## config.mk

```make
export PLATFORM = sky130hd
export DESIGN_NAME = program_loader
export DESIGN_NICKNAME = d
export VERILOG_FILES = /design/src/rtl/program_loader.sv
export SDC_FILE = /design/constraint.sdc
export NUM_CORES = 1
export LEC_CHECK = 0
export BUFFER_PORTS_ARGS = -buffer_cell sky130_fd_sc_hd__buf_2
export CAP_MARGIN = 20
export CORE_ASPECT_RATIO = 2
export CORE_MARGIN = 2
export CORE_UTILIZATION = 54
export CTS_CLUSTER_SIZE = 25
export DETAILED_ROUTE_END_ITERATION = 10
export PLACE_DENSITY_LB_ADDON = 0.08
export SYNTH_ARGS = -nofsm -noshare
export SYNTH_HDL_FRONTEND = slang
export SYNTH_SLANG_ARGS = --single-unit
export TNS_END_PERCENT = 5
```

## constraint.sdc

```tcl
create_clock -name clk -period 4.36 [get_ports clk]
set_input_delay 0.872 -clock clk [delete_from_list [all_inputs] [get_ports clk]]
set_output_delay 0.872 -clock clk [all_outputs]
set_load 0.005 [all_outputs]
```

## src/rtl/program_loader.sv

```systemverilog
// Streams words over valid/ready into the computer's RAM through its manual-programming
// port, then hands the RAM back and releases the CPU reset. Optional readback check: LOADER_VERIFY_EN.
module program_loader #(
   parameter int N          = 8,
   parameter int A          = 4,
   parameter int WE_CYCLES  = 2,
   parameter int RST_CYCLES = 4
) (
   input  logic         clk,
   input  logic         clr,
   input  logic         start,
   input  logic [N-1:0] in_data,
   input  logic         in_valid,
   input  logic         in_last,
   output logic         in_ready,
   input  logic [N-1:0] memval,
   output logic [A-1:0] prog_mar,
   output logic [N-1:0] prog_dat,
   output logic         prog,
   output logic         prog_we_,
   output logic         cpu_rst,
   output logic         busy,
   output logic         done,
   output logic [A:0]   count,
   output logic         err
);

   localparam int TMAX = (WE_CYCLES > RST_CYCLES) ? WE_CYCLES : RST_CYCLES;
   localparam int TW   = $clog2(TMAX + 1);
   localparam logic [TW-1:0] WE_LAST  = TW'(WE_CYCLES - 1);
   localparam logic [TW-1:0] RST_LAST = TW'(RST_CYCLES - 1);
   localparam logic [A-1:0]  MAR_MAX  = {A{1'b1}};

   typedef enum logic [2:0] {
      S_IDLE, S_WAIT, S_SETUP, S_STROBE, S_HOLD, S_RELEASE
   } state_t;

   state_t         state_reg, state_next;
   logic [TW-1:0]  timer_reg, timer_next;
   logic [A-1:0]   mar_reg, mar_next;
   logic [N-1:0]   dat_reg, dat_next;
   logic [A:0]     count_reg, count_next;
   logic           last_reg, last_next;
   logic           prog_reg, prog_next;
   logic           we_n_reg, we_n_next;
   logic           cpu_rst_reg, cpu_rst_next;
   logic           in_ready_reg, in_ready_next;
   logic           busy_reg, busy_next;
   logic           done_reg, done_next;

`ifdef LOADER_VERIFY_EN
   logic           err_reg, err_next;
`else
   logic           unused_memval;
   assign unused_memval = ^memval;
`endif

   always_ff @(posedge clk or posedge clr) begin
      if (clr) begin
         state_reg    <= S_IDLE;
         timer_reg    <= '0;
         mar_reg      <= '0;
         dat_reg      <= '0;
         count_reg    <= '0;
         last_reg     <= 1'b0;
         prog_reg     <= 1'b1;
         we_n_reg     <= 1'b1;
         cpu_rst_reg  <= 1'b0;
         in_ready_reg <= 1'b0;
         busy_reg     <= 1'b0;
         done_reg     <= 1'b0;
`ifdef LOADER_VERIFY_EN
         err_reg      <= 1'b0;
`endif
      end else begin
         state_reg    <= state_next;
         timer_reg    <= timer_next;
         mar_reg      <= mar_next;
         dat_reg      <= dat_next;
         count_reg    <= count_next;
         last_reg     <= last_next;
         prog_reg     <= prog_next;
         we_n_reg     <= we_n_next;
         cpu_rst_reg  <= cpu_rst_next;
         in_ready_reg <= in_ready_next;
         busy_reg     <= busy_next;
         done_reg     <= done_next;
`ifdef LOADER_VERIFY_EN
         err_reg      <= err_next;
`endif
      end
   end

   always_comb begin
      state_next   = state_reg;
      timer_next   = timer_reg;
      mar_next     = mar_reg;
      dat_next     = dat_reg;
      count_next   = count_reg;
      last_next    = last_reg;
      prog_next    = prog_reg;
      cpu_rst_next = cpu_rst_reg;
      done_next    = 1'b0;
`ifdef LOADER_VERIFY_EN
      err_next     = err_reg;
`endif

      case (state_reg)
         S_IDLE: begin
            if (start) begin
               mar_next     = '0;
               count_next   = '0;
               prog_next    = 1'b0;
               cpu_rst_next = 1'b1;
`ifdef LOADER_VERIFY_EN
               err_next     = 1'b0;
`endif
               state_next   = S_WAIT;
            end
         end
         S_WAIT: begin
            // in_ready_reg is high exactly while in WAIT, so this is the handshake
            if (in_valid && in_ready_reg) begin
               dat_next   = in_data;
               last_next  = in_last;
               state_next = S_SETUP;
            end
         end
         S_SETUP: begin
            timer_next = '0;
            state_next = S_STROBE;
         end
         S_STROBE: begin
            if (timer_reg == WE_LAST) begin
               state_next = S_HOLD;
            end else begin
               timer_next = timer_reg + TW'(1);
            end
         end
         S_HOLD: begin
            count_next = count_reg + (A+1)'(1);
`ifdef LOADER_VERIFY_EN
            if (memval != dat_reg) begin
               err_next = 1'b1;
            end
`endif
            // the last RAM location ends the load rather than wrapping to 0
            if (last_reg || (mar_reg == MAR_MAX)) begin
               prog_next  = 1'b1;
               timer_next = '0;
               state_next = S_RELEASE;
            end else begin
               mar_next   = mar_reg + A'(1);
               state_next = S_WAIT;
            end
         end
         S_RELEASE: begin
            if (timer_reg == RST_LAST) begin
               cpu_rst_next = 1'b0;
               done_next    = 1'b1;
               state_next   = S_IDLE;
            end else begin
               timer_next = timer_reg + TW'(1);
            end
         end
         default: begin
            state_next = S_IDLE;
         end
      endcase

      // these outputs follow the state being entered so they are aligned with it
      in_ready_next = (state_next == S_WAIT);
      we_n_next     = (state_next != S_STROBE);
      busy_next     = (state_next != S_IDLE);
   end

   assign in_ready = in_ready_reg;
   assign prog_mar = mar_reg;
   assign prog_dat = dat_reg;
   assign prog     = prog_reg;
   assign prog_we_ = we_n_reg;
   assign cpu_rst  = cpu_rst_reg;
   assign busy     = busy_reg;
   assign done     = done_reg;
   assign count    = count_reg;
`ifdef LOADER_VERIFY_EN
   assign err      = err_reg;
`else
   assign err      = 1'b0;
`endif

endmodule

```

==> results.txt <==
Status -> finished, final reports clean
Setup TNS -> 0 ns
Fin crit period -> 1.970 ns
Met2 WL -> 1787 um
Die Ht -> 77.82 um
Ys Warns -> 0
Final Cycle Share -> 45.18%
H-tree depth -> 2
Sw Share -> 34.57%
# resized after CTS -> 0
Antenna violations before repair -> 0
Max Cap Viol -> 0
CTS tree -> done
Slew at the pin with the worst max-slew slack -> 0.5318 ns
Post-DP HPWL -> 2169 um
Met3 routed WL -> 94 um
DR iter-0 viols -> 14
DRC Markers -> 0
FP Rows -> 26
Max Fclk -> 0.5076 GHz
P_leak -> 0.8895 nW
Multi-input gate area -> 665.6 um^2
Clk Latency, worst-skew pair -> 0.28 ns
Final Instance Area -> 0.001767 mm^2
Crit-path max FO -> 16
Sequential cell area -> 753.2 um^2
Remaining global-route overflow -> 0
RSZ-0062 raised after global routing -> no
Initial Utilization -> 57.25%
Layout fillers -> 198
Pwr/cell area -> 595.8 mW/mm^2
VDD IR max -> 400.6 uV
First-pass GRT wire length -> 4912 um
Area post-placement -> 0.001648 mm^2
Data arrival time of the worst path -> 2.13 ns
Gr usage total -> 22.72%
Rel. slew slack -> 64.55%
Core Box Area -> 0.002570 mm^2
DR top layer -> met4
Layout Cells excl Fill -> 198
Vias in the first global route -> 1138
Io pins -> 45
Combinational Power Share -> 34.2%
Routed WL per cell -> 15.28 um
Routed Antenna Nets -> 0
Clk pwr share -> 21.8%
Avg Cell Area, Syn -> 11.15 um^2
Critical path class -> flop to flop
Clk sink count -> 30
Root buf cell -> clkbuf_8
Clock Tree Buf Depth -> 2
Fin Clk Skew -> 0.007228 ns
Via/cell ratio -> 5.576
Post-Route WL -> 3025 um
Placed instance count -> 189
Die W -> 40.91 um
Setup crit end kind -> flop
Ys async rst share -> 100.0%
Cell Int Power -> 0.6887 mW
Largest net degree at the start of global routing -> 31
Worst-path cell chain -> nor3b_4 > nand2_1 > nand4_1 > mux2_2
Final Max Tran Viols -> 0
Unique masters post-synth -> 41
Cells after synthesis -> 132
Gp weighted congestion -> 0.8430
Seq/Total Area, Yosys -> 51.19%
Setup Viol. Count Final -> 0
Slowest cell delay on critical path -> 0.67 ns
Startpoint types -> flop
Proportion of layout cells with a drive suffix above 1 -> 37.65%
Die area -> 0.003184 mm^2
Netlist Area Pre-Place -> 0.001471 mm^2
IO buf count -> 35
Vias -> 1104
CP max stage cell -> dfrtp_1
ANT cells -> 0
Iteration count of the initial detailed-routing pass -> 4
NetSw -> 0.3639 mW
M1 WL -> 1064 um
Sequential power share -> 44.0%
Nets -> 196
Hold Buf Count CTS -> 0
Reg clk slew, reported paths -> 0.06 ns
Final hold violation count -> 0
Main synth FF type -> dfrtp_1
Worst hold path class -> flop to flop
CTS Buf Count -> 5
Post-CTS Repair Setup Buffers -> 0
Post-synth EDFFs -> 0
Max FFs per register -> 8
Layout area overhead -> 20.07%
Total power draw -> 1.053 mW
Flops & latches, synth -> 30
CP required -> 4.52 ns
Net count after synthesis -> 159
through the flow:
| stage | setup slack (ns) | util (%) | hold WS, ns |
|---|---|---|---|
| 2_1_floorplan | 2.460 | - | 0.4670 |
| 3_3_place_gp | 2.228 | 64.12 | 0.4574 |
| 5_1_grt | 2.249 | 68.74 | 0.5131 |
| 4_1_cts | 2.393 | 67.67 | 0.4911 |
| 3_5_place_dp | 2.192 | 64.12 | 0.4769 |
| 6_report | 2.390 | 68.74 | 0.4836 |
placed cells by master (no fill, tap or decap), types with 2 or more instances in the layout:
cell type	netlist	layout
buf_2	3	35
dfrtp_1	28	28
nand2_1	14	14
mux2_2	12	12
nor2_1	8	8
ha_1	6	6
clkbuf_8	0	6
inv_1	5	5
a21oi_1	5	5
o21ai_0	4	4
a31oi_1	3	3
xor2_1	3	3
nand2b_1	2	2
or2_2	2	2
a21o_1	2	2
nand4_1	2	2
o21ai_1	2	2
nand3_1	2	2
a31o_2	2	2
o21bai_1	2	2
a22o_1	2	2
dfstp_2	2	2
cells in the mapped netlist, types with 3 or more instances:
library cell  number  area, um^2
dfrtp_1           28       700.7
nand2_1           14       52.55
mux2_2            12       135.1
nor2_1             8       30.03
ha_1               6       75.07
a21oi_1            5       25.02
inv_1              5       18.77
o21ai_0            4       20.02
a31oi_1            3       18.77
buf_2              3       15.01
xor2_1             3       26.28
power groups by stage:
stage | Sequential (mW) | Clock [mW] | Combinational [mW]
floorplan | 0.432 | 0 | 0.275
global placement | 0.461 | 0 | 0.340
detailed placement | 0.466 | 0 | 0.356
CTS | 0.462 | 0.231 | 0.362
global route | 0.478 | 0.246 | 0.406
finish | 0.463 | 0.229 | 0.360
worst paths after layout:
| check | start | to | depth (start not counted) | slack (ns) |
|---|---|---|---|---|
| hold / removal | cpu_rst | cpu_rst | 2 | 0.48 |
| hold reg to reg | cpu_rst | cpu_rst | 2 | 0.48 |
| setup reg to reg | state_reg[2] | timer_reg[0] | 4 | 2.39 |
| min in group asynchronous | clr | prog_dat[3] | 2 | 0.51 |
| setup / recovery | state_reg[2] | timer_reg[0] | 4 | 2.39 |
| max in group asynchronous | clr | prog | 3 | 3.37 |
cell type report:
cell class	count	area share [%]
well taps	28	1.983
clock inverters	1	0.2833
clock buffers	7	4.887
multi-input cells	91	37.68
repair buffers	36	11.47
flip-flops and latches	30	42.63
inverters	5	1.062
per-layer routing:
| layer | GRT usage, % | vias to the layer above |
|---|---|---|
| li1 | - | 536 |
| met1 | 20.08 | 540 |
| met2 | 40.63 | 21 |
| met3 | 6.000 | 7 |
| met4 | 12.00 | 0 |
| met5 | 0 | - |
worst max-delay path, delay by kind of cell, from the launching register on:
kind	cells	cell delay, ns
mux	1	0.36
simple gates	3	0.81
flops	1	0.67
cell families (layout without fill, tap and decap cells):
| kind of cell | Yosys count | in the layout | share of synthesized area, % |
|---|---|---|---|
| AO/OA/AOI/OAI | 27 | 27 | 12.25 |
| XOR/XNOR | 3 | 3 | 1.786 |
| adder cells (fa/ha/maj) | 6 | 6 | 5.102 |
| buffers and inverters | 11 | 49 | 3.571 |
| flip-flops | 30 | 30 | 51.19 |
| multiplexers | 13 | 13 | 9.864 |
| other | 1 | 1 | 0.2549 |
| AND/OR/NAND/NOR | 41 | 41 | 15.99 |
No activity file was read; power rests on OpenSTA's default activity.
